**src/rtl/collatz_pkg.sv**
```systemverilog
// Shared widths, limits and the sweep state type for the Collatz sweep controller.
package collatz_pkg;

  localparam int DATA_W = 32;
  localparam int STEP_W = 16;
  localparam logic [STEP_W-1:0] STEP_MAX = 16'hFFFF;

  typedef enum logic [2:0] {
    S_IDLE   = 3'd0,
    S_LOAD   = 3'd1,
    S_WAIT   = 3'd2,
    S_REPORT = 3'd3,
    S_FINISH = 3'd4
  } sweep_state_t;

endpackage

```
**src/rtl/collatz_step_ctr.sv**
```systemverilog
// Saturating step counter: clear wins over increment, holds once it hits STEP_MAX.
module collatz_step_ctr
  import collatz_pkg::*;
(
  input  logic              clk,
  input  logic              reset,
  input  logic              clr,
  input  logic              inc,
  output logic [STEP_W-1:0] cnt,
  output logic              at_max
);

  logic [STEP_W-1:0] cnt_r;

  // Counter register with synchronous reset and clear.
  always_ff @(posedge clk) begin
    if (reset) begin
      cnt_r <= 16'h0000;
    end else if (clr) begin
      cnt_r <= 16'h0000;
    end else if (inc && (cnt_r != STEP_MAX)) begin
      cnt_r <= cnt_r + 16'h0001;
    end else begin
      cnt_r <= cnt_r;
    end
  end

  assign cnt    = cnt_r;
  assign at_max = (cnt_r == STEP_MAX);

endmodule

```
**src/rtl/collatz.sv**
```systemverilog
// Top-level Collatz sweep controller: walks consecutive start values through the iterator and reports each result.
module collatz_sweep
  import collatz_pkg::*;
(
  input  logic              clk,
  input  logic              reset,
  input  logic              start,
  input  logic [DATA_W-1:0] first_n,
  input  logic [STEP_W-1:0] count,
  output logic              busy,
  output logic              sweep_done,
  output logic              it_go,
  output logic [DATA_W-1:0] it_n,
  input  logic [DATA_W-1:0] it_dout,
  output logic              res_valid,
  input  logic              res_ready,
  output logic [DATA_W-1:0] res_n,
  output logic [STEP_W-1:0] res_steps,
  output logic              res_err
);

  sweep_state_t      state_r, state_s;
  logic [DATA_W-1:0] cur_n_r, cur_n_s;
  logic [STEP_W-1:0] rem_r, rem_s;
  logic [DATA_W-1:0] res_n_r, res_n_s, it_n_r, it_n_s;
  logic [STEP_W-1:0] res_steps_r, res_steps_s;
  logic              res_err_r, res_err_s;
  logic              busy_r, done_r, it_go_r, res_valid_r;
  logic              busy_s, done_s, it_go_s, res_valid_s;
  logic              clr_s, inc_s, at_max_s;
  logic [STEP_W-1:0] step_cnt_s;

  collatz_step_ctr u_step_ctr (
    .clk    (clk),
    .reset  (reset),
    .clr    (clr_s),
    .inc    (inc_s),
    .cnt    (step_cnt_s),
    .at_max (at_max_s)
  );

  // Next-state, datapath and next-output decode; outputs are registered from these.
  always_comb begin
    state_s     = state_r;
    cur_n_s     = cur_n_r;
    rem_s       = rem_r;
    res_n_s     = res_n_r;
    res_steps_s = res_steps_r;
    res_err_s   = res_err_r;
    clr_s       = 1'b0;
    inc_s       = 1'b0;
    case (state_r)
      S_IDLE: begin
        if (start) begin
          cur_n_s = first_n;
          rem_s   = count;
          state_s = (count == 16'h0000) ? S_FINISH : S_LOAD;
        end else begin
          state_s = S_IDLE;
        end
      end
      S_LOAD: begin
        clr_s = 1'b1;
        if (cur_n_r == 32'h0000_0000) begin
          state_s     = S_REPORT;
          res_n_s     = cur_n_r;
          res_steps_s = STEP_MAX;
          res_err_s   = 1'b1;
        end else begin
          state_s = S_WAIT;
        end
      end
      S_WAIT: begin
        if (it_dout == 32'h0000_0001) begin
          state_s     = S_REPORT;
          res_n_s     = cur_n_r;
          res_steps_s = step_cnt_s;
          res_err_s   = 1'b0;
        end else if (at_max_s) begin
          state_s     = S_REPORT;
          res_n_s     = cur_n_r;
          res_steps_s = STEP_MAX;
          res_err_s   = 1'b1;
        end else begin
          inc_s = 1'b1;
        end
      end
      S_REPORT: begin
        if (res_ready) begin
          cur_n_s = cur_n_r + 32'h0000_0001;
          rem_s   = rem_r - 16'h0001;
          state_s = (rem_r > 16'h0001) ? S_LOAD : S_FINISH;
        end else begin
          state_s = S_REPORT;
        end
      end
      S_FINISH: begin
        state_s = S_IDLE;
      end
      default: begin
        state_s = S_IDLE;
      end
    endcase

    busy_s      = (state_s == S_LOAD) || (state_s == S_WAIT) || (state_s == S_REPORT);
    done_s      = (state_s == S_FINISH);
    res_valid_s = (state_s == S_REPORT);
    // A zero start value is reported as an error without ever launching the iterator.
    it_go_s     = (state_s == S_LOAD) && (cur_n_s != 32'h0000_0000);
    if (state_s == S_LOAD) begin
      it_n_s = cur_n_s;
    end else begin
      it_n_s = it_n_r;
    end
  end

  // State, datapath and output registers.
  always_ff @(posedge clk) begin
    if (reset) begin
      state_r     <= S_IDLE;
      cur_n_r     <= 32'h0000_0000;
      rem_r       <= 16'h0000;
      res_n_r     <= 32'h0000_0000;
      res_steps_r <= 16'h0000;
      res_err_r   <= 1'b0;
      it_n_r      <= 32'h0000_0000;
      busy_r      <= 1'b0;
      done_r      <= 1'b0;
      it_go_r     <= 1'b0;
      res_valid_r <= 1'b0;
    end else begin
      state_r     <= state_s;
      cur_n_r     <= cur_n_s;
      rem_r       <= rem_s;
      res_n_r     <= res_n_s;
      res_steps_r <= res_steps_s;
      res_err_r   <= res_err_s;
      it_n_r      <= it_n_s;
      busy_r      <= busy_s;
      done_r      <= done_s;
      it_go_r     <= it_go_s;
      res_valid_r <= res_valid_s;
    end
  end

  assign busy       = busy_r;
  assign sweep_done = done_r;
  assign it_go      = it_go_r;
  assign it_n       = it_n_r;
  assign res_valid  = res_valid_r;
  assign res_n      = res_n_r;
  assign res_steps  = res_steps_r;
  assign res_err    = res_err_r;

endmodule

```
**config.mk**
```make
export PLATFORM = sky130hd
export DESIGN_NAME = collatz_sweep
export DESIGN_NICKNAME = d
export VERILOG_FILES = /design/src/rtl/collatz_pkg.sv /design/src/rtl/collatz_step_ctr.sv /design/src/rtl/collatz.sv
export SDC_FILE = /design/constraint.sdc
export NUM_CORES = 1
export LEC_CHECK = 0
export ABC_AREA = 1
export ABC_CLOCK_PERIOD_IN_PS = 2960
export BUFFER_PORTS_ARGS = -buffer_cell sky130_fd_sc_hd__clkbuf_2
export CORE_MARGIN = 1.5
export CORE_UTILIZATION = 45
export DETAILED_ROUTE_END_ITERATION = 10
export HOLD_SLACK_MARGIN = 0.03
export PLACE_DENSITY_LB_ADDON = 0.3
export SYNTH_ARGS = -nofsm -noshare
export SYNTH_HDL_FRONTEND = slang
export SYNTH_HIERARCHICAL = 1
export SYNTH_SLANG_ARGS = --single-unit
export TNS_END_PERCENT = 100
```
**constraint.sdc**
```tcl
create_clock -name clk -period 2.96 [get_ports clk]
set_clock_uncertainty 0.1 [all_clocks]
set_input_delay 0.592 -clock clk [delete_from_list [all_inputs] [get_ports clk]]
set_output_delay 0.592 -clock clk [all_outputs]
set_load 0.03 [all_outputs]
```
==> impl_metrics.toml, run 1 <==
[sta]
tightest_slew_ps = 1050
maxSlewViolCount = 0
setup_viol = 0
post-route-period-util_pct = 84.5
tns_ps = 0
fin_crit_ps = 2500
fmax_mhz = 400
max_slew_margin_pct = 29.8
rsz0062_at_grt = "false"
hold_viol = 0
hold_slack_ps = 337

[synthesis]
async_reset_ff_share_pct = 0
syn_inst = 1227
synth_edf_count = 0
ys_types = 42
synth_ff_type = "dfxtp_1"
ys_seq_area_share_pct = 37.6
ys_ff_latch = 152
synth_area_mm2 = 0.00810
ys_warn_count = 6
synth_nets = 1316
syn_avg_cell_area_um2 = 6.60

[clock_tree]
clock-sinks = 152
clock_path_buffers = 2
cts.htree.levels = 4
cts_tree = "done"
hold_buffers = 0
clock_latency_ps = 430
cts-root-buf = "clkbuf_16"
post_cts.repair.setup_buffers = 0
cts_buffers = 17
ctsResizeCount = 0
clkTransAtPathRegs_ps = 70

[placement]
dp_hpwl_um = 17500
place.gp.congestion = 0.928
dpl_cell_area_mm2 = 0.00913
io_buffer_count = 168

[global_route]
groute.usage.overall_pct = 25.9
antenna_found_initial = 0
grt_pass1_vias = 7955
grt_pass1_wl_um = 38400
grt_max_degree = 74
grt_overflow = 0

[setup_path]
cp.required_ps = 3190
critPathLaunchType = "register"
crit_type = "reg2reg"
end_kind = "register"
ff2ff_path_depth = 16
critPathMaxFanout = 6
cp.arrival_ps = 2730

[route]
wl_um = 24000
ant_nets = 0
vias = 8544
viasPerCell = 5.28
drc_errors = 0
first_pass_iters = 5
avgRoutedWirePerCell_um = 14.9
drt-initial-drc-count = 635

[cells_and_area]
syn2layout_area_growth_pct = 20.2
stdcell_area_mm2 = 0.00973
drive_gt1_share_pct = 18.9
fin_nets = 1468
post-route-util_pct = 55.9
n_antenna_cell = 0
fillers = 1747

[floorplan]
io_pins = 169
die_h_um = 137
initial_utilization_pct = 46.5
dieWidth_um = 137
die_area_mm2 = 0.0188
core_area_mm2 = 0.0174
fp-row-count = 48

[power]
powerDensity_mw_per_mm2 = 558
ir_drop_uv = 457
p_leak_nw = 4.47

[run_status]
status = "finished, final reports clean"

[min_path]
min_path_cells = 3
hold_path_class = "in2reg"

[flow_run]
maxCapViolations = 0
==> critical path, stage by stage, from the launching register on <==
cell and delay (ps):
dfxtp_1 360, ha_1 260, nand2_1 70, nor2_1 40
nand2_1 130, nor2_4 60, a21o_1 170, nor2_1 340
nand2_1 160, inv_1 120, nand2_1 120, inv_1 120
nand2_1 60, nor2_1 130, nand2_1 60, nand2_1 50
nor2_1 40
==> sequential cells by signal, summed over array words and instances, names as in the netlist <==
signal / flops
res_err: 1
res_valid: 1
sweep_done: 1
rem_r: 16
it_go: 1
res_steps: 16
u_step_ctr/cnt: 16
cur_n_r: 32
busy: 1
state_r: 3
res_n: 32
it_n: 32
==> placed cells by master (no fill, tap or decap), types with 6 or more instances in the layout <==
cell type  Yosys  layout
dfxtp_1      152     152
nand2_2        8       8
nor2_4         8       8
clkbuf_16      0      17
nand2_1      290     290
buf_4          6      15
o221ai_1      16      16
nand3_1      109     109
nor3_1         6       6
nand4_1       24      24
a21oi_1      129     129
o21ai_0       95      95
clkinv_4       0       6
nor2_1       154     154
nor2_2         7       7
inv_1        122     122
clkbuf_2       0     168
==> synth_stat cells (2+ instances only) <==
| cell | n | area, um2 |
|---|---|---|
| a211oi_1 | 2 | 15.0 |
| a21oi_1 | 129 | 646 |
| a31oi_1 | 2 | 12.5 |
| buf_2 | 18 | 90.1 |
| buf_4 | 6 | 45.0 |
| buf_6 | 2 | 22.5 |
| clkbuf_1 | 26 | 97.6 |
| dfxtp_1 | 152 | 3040 |
| ha_1 | 5 | 62.6 |
| inv_1 | 122 | 458 |
| inv_2 | 5 | 18.8 |
| nand2_1 | 290 | 1090 |
| nand2_2 | 8 | 50.1 |
| nand2_4 | 3 | 33.8 |
| nand3_1 | 109 | 546 |
| nand3_2 | 5 | 50.1 |
| nand3b_1 | 2 | 15.0 |
| nand4_1 | 24 | 150 |
| nor2_1 | 154 | 578 |
| nor2_2 | 7 | 43.8 |
| nor2_4 | 8 | 90.1 |
| nor2_8 | 2 | 40.0 |
| nor3_1 | 6 | 30.0 |
| nor4_1 | 3 | 18.8 |
| nor4_2 | 2 | 25.0 |
| o211ai_1 | 3 | 22.5 |
| o21a_1 | 2 | 15.0 |
| o21ai_0 | 95 | 475 |
| o21ai_2 | 2 | 17.5 |
| o221ai_1 | 16 | 140 |
| or2_1 | 2 | 12.5 |
| xor2_1 | 5 | 43.8 |
==> worst paths after layout <==
path | slack, ps | to | startpoint
worst max-delay path | 460 | u_step_ctr/cnt[8]$_SDFFE_PP0P_ | u_step_ctr/cnt[0]$_SDFFE_PP0P_
worst min-delay path | 340 | rem_r[2]$_SDFFE_PP0P_ | count[2]
worst max register to register | 460 | u_step_ctr/cnt[8]$_SDFFE_PP0P_ | u_step_ctr/cnt[0]$_SDFFE_PP0P_
worst min register to register | 360 | it_n[8]$_SDFFE_PP0P_ | it_n[8]$_SDFFE_PP0P_
==> stage by stage <==
stage | instances | power [mW] | setup WS, ps
2_1_floorplan | 1227 | 2.92 | 895
3_3_place_gp | 1585 | 3.22 | 400
3_5_place_dp | 1585 | 3.23 | 378
4_1_cts | 1617 | 5.45 | 502
5_1_grt | 1617 | 5.65 | 279
6_report | 1617 | 5.43 | 459
==> cell families after synthesis <==
group                      after synthesis  share of synthesized area [%]
AOI/OAI and AO/OA                      256                           17.1
and+or+nand+nor                        628                           34.8
adders and majority gates                5                          0.773
buffers and inverters                  180                           9.09
xor gates and xnor gates                 6                          0.649
DFF                                    152                           37.6
==> where the power goes <==
part / total (mW) / internal, mW / switching [mW]
clock: 2.23 / 1.28 / 0.948
combinational: 0.946 / 0.304 / 0.642
sequential: 2.25 / 2.15 / 0.102
==> metal layers <==
| layer | global-route usage, % | wire [um] |
|---|---|---|
| met1 | 32.8 | 10700 |
| met2 | 44.2 | 11600 |
| met3 | 3.78 | 1300 |
| met4 | 9.88 | 504 |
| met5 | 0 | 0 |
==> final cells by class <==
type                    instances  area, um2  share of cell area, %
clock buffers                  18        439                   4.51
clock inverters                14        165                   1.70
inverters                     128        480                   4.94
multi-input cells             895       4330                   44.5
flip-flops and latches        152       3040                   31.3
well taps                     225        282                   2.89
repair buffers                185        993                   10.2
(Power assumes the default switching activity.)
==> run 2: changes to the inputs <==
- ABC_CLOCK_PERIOD_IN_PS: 2960 -> 2440
- clock period: 2.96 -> 2.44 ns (I/O delays scaled with it)
==> run 2 against run 1 <==
Net effect:
- sequential cell count unchanged
- design area increased by 2.0%
- die area unchanged
- critical path depth down 2
- worst hold slack worse by 100 ps
- setup slack worse by 310 ps
- non-clock buffer count rose by 16
- sequential power increased by 22%
- clock power is 28% higher
- first-iteration DRC count rose by 4.7%
- clock-buffer cell count rose by 5
- critical endpoint is now it_go$_SDFF_PP0_
- largest cell class unchanged
- largest power group is now clock
==> impl_metrics.toml, run 2 (synthesis gave the netlist of run 1 again) <==
[setup_path]
cp.arrival_ps = 2530
worstPathCellList = "ha_2 -> nand2_2 -> nor2_2 -> nand2_1 -> nor2_2 -> nand3_1 -> nand3_1 -> nand2_1 -> nor2_1 -> nand2_1 -> nor3_4 -> nand3_1 -> nand2_1 -> inv_1"
cp.required_ps = 2670
crit_type = "reg2reg"
crit_buf_inv = 1
crit_slowest_cell = "dfxtp_1"
crit_top_cell = "nand2_1"
cp.depth = 14
critPathLaunchType = "register"
path_delay_family = "simple AND/OR/NAND/NOR gates"
setup.worst_path.start = "cur_n_r[0]$_SDFF_PP0_"
end_kind = "register"
critPathMaxFanout = 5
rrSetupSlack_ps = 150
ff2ff_path_depth = 14
reg2reg_from = "cur_n_r[0]$_SDFF_PP0_"
max_stage_delay_ps = 410
r2r_end = "it_go$_SDFF_PP0_"

[clock_tree]
cts_tree = "done"
post_cts.repair.setup_buffers = 0
clkTransAtPathRegs_ps = 70
cts-root-buf = "clkbuf_16"
cts_buffers = 17
clock-sinks = 152
clock_latency_ps = 430
clock_path_buffers = 2
cts.htree.levels = 4

[route]
drc_errors = 0
avgRoutedWirePerCell_um = 15.1
first_pass_iters = 6
viasPerCell = 5.31
ant_nets = 0
drt-initial-drc-count = 665
vias = 8673
wl_um = 24600

[cells_and_area]
instances_no_fill = 1632
multi_input_area_mm2 = 0.00435
fin_nets = 1484
final_cell_mix = "nand2_1 (290), clkbuf_2 (168), nor2_1 (152), dfxtp_1 (152), a21oi_1 (129)"
fillers = 1723
drive_gt1_share_pct = 19.8
final_common_cell = "nand2_1"
area.sequential_mm2 = 0.00304
syn2layout_area_growth_pct = 22.6
n_antenna_cell = 0

[sta]
fmax_mhz = 436
post-route-period-util_pct = 94.0
tightest_slew_ps = 523
maxSlewViolCount = 0
setup_viol = 0
max_slew_margin_pct = 64.8
finalWorstSetupSlack_ps = 147
fin_crit_ps = 2290
hold_viol = 0
rsz0062_at_grt = "false"
tns_ps = 0

[power]
powerDensity_mw_per_mm2 = 682
p_leak_nw = 4.58
ir_drop_uv = 582

[min_path]
worstHoldEndpoint = "rem_r[2]$_SDFFE_PP0P_"
hold_path_class = "in2reg"
min_path_cells = 3
holdCritStartpoint = "count[2]"

[floorplan]
fp-row-count = 48
die_h_um = 137
initial_utilization_pct = 46.5
dieWidth_um = 137
core_area_mm2 = 0.0174
die_area_mm2 = 0.0188
io_pins = 169

[placement]
place.gp.congestion = 0.977
io_buffer_count = 168
dp.cells = 1601
dp_hpwl_um = 18000
pre_cts_ws_ps = 35.9

[global_route]
grt_pass1_wl_um = 39500
grt_max_degree = 62
groute.usage.overall_pct = 26.8
antenna_found_initial = 0
grt_overflow = 0
grt_pass1_vias = 8144

[flow_run]
maxCapViolations = 0

[run_status]
status = "finished, final reports clean"
-- run 2: metal layers --
metal  GRT usage (%)  share of wire, %  vias up
li1                -                 -     4380
met1            34.1                44     3884
met2            43.7                46      343
met3            4.89               6.9       66
met4            12.8               3.4        0
met5               0                 0        -
-- run 2: how the worst max path moves through the flow --
stage	to	slack, ps
floorplan	u_step_ctr/cnt[8]$_SDFFE_PP0P_	370
global placement	it_go$_SDFF_PP0_	60
detailed placement	it_go$_SDFF_PP0_	40
CTS	it_go$_SDFF_PP0_	110
global route	it_go$_SDFF_PP0_	0.4
finish	it_go$_SDFF_PP0_	150
-- run 2: timing repair --
| item | in CTS | in global routing |
|---|---|---|
| gates resized for setup | 0 | 6 |
| hold buffers | 0 | 0 |
| endpoints found under the setup margin | 0 | 2 |
-- run 2: power breakdown --
part	internal, mW	total [mW]	switching (mW)
Sequential	2.61	2.74	0.127
Combinational	0.395	1.18	0.787
Clock	1.81	2.85	1.04
-- run 2: cell type report --
| type | count | share of cell area, % |
|---|---|---|
| clock buffer | 23 | 4.92 |
| clock inverter | 8 | 1.44 |
| inverter | 128 | 4.84 |
| multi-input combinational | 895 | 43.8 |
| sequential | 152 | 30.7 |
| tap | 225 | 2.84 |
| timing repair buffer | 201 | 11.5 |
-- run 2: per-stage QoR --
| step | util [%] | cell area, um2 | hold WS (ps) | power [mW] |
|---|---|---|---|---|
| 5_1_grt | 57.0 | 9920 | 264 | 7.04 |
| 3_5_place_dp | 53.3 | 9280 | 351 | 3.94 |
| 3_3_place_gp | 53.3 | 9280 | 350 | 3.94 |
| 4_1_cts | 56.9 | 9910 | 233 | 6.78 |
| 2_1_floorplan | - | 8100 | 354 | 3.54 |
| 6_report | 57.0 | 9920 | 237 | 6.77 |
-- run 2: worst min-delay path, delay by kind of cell --
kind / cells / cell delay (ps)
AND/OR/NAND/NOR: 1 / 70
buffers and inverters: 1 / 90
AO/OA/AOI/OAI: 1 / 70
==> run 3: changes to the inputs <==
- CORE_ASPECT_RATIO: default -> 0.8
- HOLD_SLACK_MARGIN: 0.03 -> default
- SYNTH_HIERARCHICAL: 1 -> default
==> run 3 against run 2 <==
Net effect:
- setup slack got worse by 5.4 ps
- highest routed layer unchanged
- power increased by 5.1%
- via count decreased by 6.1%
- combinational power increased by 28%
- critical path type unchanged
- first-iteration DRC count decreased by 2.3%
- clock power decreased by 3%
- non-clock buffer count decreased by 9
==> impl_metrics.toml, run 3 <==
[clock_tree]
cts_buffers = 17
cts.htree.levels = 4
clock_latency_ps = 440
clkTransAtPathRegs_ps = 60
clock-sinks = 152
clock_path_buffers = 2
cts_tree = "done"
cts-root-buf = "clkbuf_16"

[setup_path]
crit_slowest_cell = "dfxtp_1"
crit_top_cell = "nand3_1"
path_delay_family = "simple AND/OR/NAND/NOR gates"
max_stage_delay_ps = 360
critPathMaxFanout = 34
worstPathCellList = "inv_1 -> nand3_1 -> nor3_1 -> nand4_1 -> nor2_1 -> nor2_4 -> nand2_4 -> buf_8 -> nand3_1 -> a21oi_1"
critPathLaunchType = "register"
cp.arrival_ps = 2560
end_kind = "register"
crit_type = "reg2reg"
cp.required_ps = 2710
crit_buf_inv = 2
rrSetupSlack_ps = 140

[sta]
hold_viol = 0
fin_crit_ps = 2300
post-route-period-util_pct = 94.2
rsz0062_at_grt = "false"
maxSlewViolCount = 0
max_slew_margin_pct = 61.5
fmax_mhz = 435
setup_viol = 0
tns_ps = 0
tightest_slew_ps = 576

[floorplan]
dieWidth_um = 151
io_pins = 169
core_area_mm2 = 0.0173
die_area_mm2 = 0.0183
fp-row-count = 43
initial_utilization_pct = 45.7
die_h_um = 121

[run_status]
status = "finished, final reports clean"

[route]
wl_um = 22900
ant_nets = 0
drt-initial-drc-count = 650
vias = 8144
drc_errors = 0
first_pass_iters = 7
avgRoutedWirePerCell_um = 14.7
viasPerCell = 5.24

[cells_and_area]
n_antenna_cell = 0
final_common_cell = "nand2_1"
stdcell_area_mm2 = 0.00962
drive_gt1_share_pct = 20.7
syn2layout_area_growth_pct = 21.9
fillers = 1676
fin_nets = 1405
final_cell_mix = "nand2_1 (236), clkbuf_2 (168), dfxtp_1 (151)"

[synthesis]
ys_types = 45
syn_avg_cell_area_um2 = 6.83
async_reset_ff_share_pct = 0
synth_area_leaders = "dfxtp_1 (39%), nand2_1 (11%), a21oi_1 (8.0%), nand3_1 (6.5%), nor2_1 (6.0%)"
synth_edf_count = 0
synth_top_cell_area_share_pct = 38.6
synth.most_common_cell = "nand2_1"
ys_seq_area_share_pct = 38.6
yosys-top-cells-count = "nand2_1 (236), dfxtp_1 (152), a21oi_1 (126), nor2_1 (126), inv_1 (111)"
ys_warn_count = 0
synth_nets = 1245
syn_inst = 1156
synth_area_mm2 = 0.00789
synth_ff_type = "dfxtp_1"
ys_ff_latch = 152
yosysTopAreaCell = "dfxtp_1"

[placement]
dpl_cell_area_mm2 = 0.00899
place.gp.congestion = 0.901
dp_hpwl_um = 16600
io_buffer_count = 168

[power]
ir_drop_uv = 465
power_switching_mw = 2.31
clkPwrFrac_pct = 38.9
comb_power_share_pct = 21.3
p_leak_nw = 4.27
p_int_mw = 4.81
seqPwrFrac_pct = 39.8
switching_share_pct = 32.4
powerDensity_mw_per_mm2 = 740

[min_path]
hold_path_class = "in2reg"

[global_route]
antenna_found_initial = 0
grt_pass1_wl_um = 36600
groute.usage.overall_pct = 25.6
grt_max_degree = 89
grt_overflow = 0
grt_pass1_vias = 7268

[flow_run]
maxCapViolations = 0
## run 3: changes by cell type in the layout (fill, tap and decap cells not counted), moves of 5 or more
cell,before,now
nand2_1,290,236
o21ai_0,94,61
o21ai_1,2,35
nor2_1,152,125
o221ai_1,16,0
o22ai_1,0,16
buf_4,29,17
inv_1,122,111
nor3_1,6,14
nand3_1,109,103
xnor2_1,1,7
nor4_1,3,8
## run 3: logic make-up (layout without fill, tap and decap cells)
family | count (synthesis) | count (layout) | synth area share, %
AO/OA/AOI/OAI | 255 | 255 | 17.1
XOR/XNOR | 14 | 14 | 1.55
adder cells (fa/ha/maj) | 5 | 5 | 0.793
buffers and inverters | 172 | 344 | 9.25
flip-flops | 152 | 152 | 38.6
AND/OR/NAND/NOR | 558 | 558 | 32.8
## run 3: stage by stage
stage          total power [mW]  cells  hold slack, ps  setup WS [ps]  utilization [%]
2_1_floorplan              3.90   1156             350            506                -
3_3_place_gp               4.37   1521             352          -52.4             52.1
3_5_place_dp               4.38   1521             354          -60.6             52.1
4_1_cts                    7.14   1552             238           22.1             55.6
5_1_grt                    7.44   1553             259           4.52             55.7
6_report                   7.12   1553             240            141             55.7
## run 3: worst paths after layout
kind,from,to,cells after the start
max,cur_n_r[18]$_SDFF_PP0_,it_n[31]$_SDFFE_PP0P_,10
min,count[2],rem_r[2]$_SDFFE_PP0P_,3
max reg2reg,cur_n_r[18]$_SDFF_PP0_,it_n[31]$_SDFFE_PP0P_,10
min reg2reg,it_n[9]$_SDFFE_PP0P_,it_n[9]$_SDFFE_PP0P_,2
## run 3: what timing repair did
item                                    CTS  global route
endpoints found under the setup margin    0            33
resized for setup                         0             5
hold buffers                              0             0
endpoints found under the hold margin     0             0
setup buffers                             0             1
## run 3: power by group through the flow
| stage | clock (mW) | sequential [mW] | combinational [mW] |
|---|---|---|---|
| 2_1_floorplan | 0 | 3.10 | 0.801 |
| 3_3_place_gp | 0 | 2.88 | 1.49 |
| 3_5_place_dp | 0 | 2.88 | 1.50 |
| 4_1_cts | 2.81 | 2.83 | 1.51 |
| 5_1_grt | 2.90 | 2.86 | 1.67 |
| 6_report | 2.77 | 2.83 | 1.51 |
## run 3: area by class of cell
| type | count | area, um2 | share of cell area (%) |
|---|---|---|---|
| Multi-Input combinational cell | 832 | 4120 | 42.9 |
| Clock buffer | 18 | 439 | 4.57 |
| Sequential cell | 152 | 3040 | 31.6 |
| Timing Repair Buffer | 192 | 1100 | 11.5 |
| Clock inverter | 13 | 169 | 1.76 |
| Inverter | 121 | 459 | 4.77 |
| Tap cell | 225 | 282 | 2.93 |
## run 3: routing by layer
layer  routed length, um  part of all wire [%]  global-route usage, %  up-vias
met4                 235                   1.0                   6.31        0
met2               10200                    45                   39.7      250
met1               10900                    48                   35.8     3710
met5                   0                     0                      0        -
met3                1520                   6.6                   5.83       20
li1                    -                     -                      -     4164
## run 3: tightest hold or removal path, stage by stage
cell and delay, ps:
clkbuf_2 90, nand2_1 80, a31oi_1 80
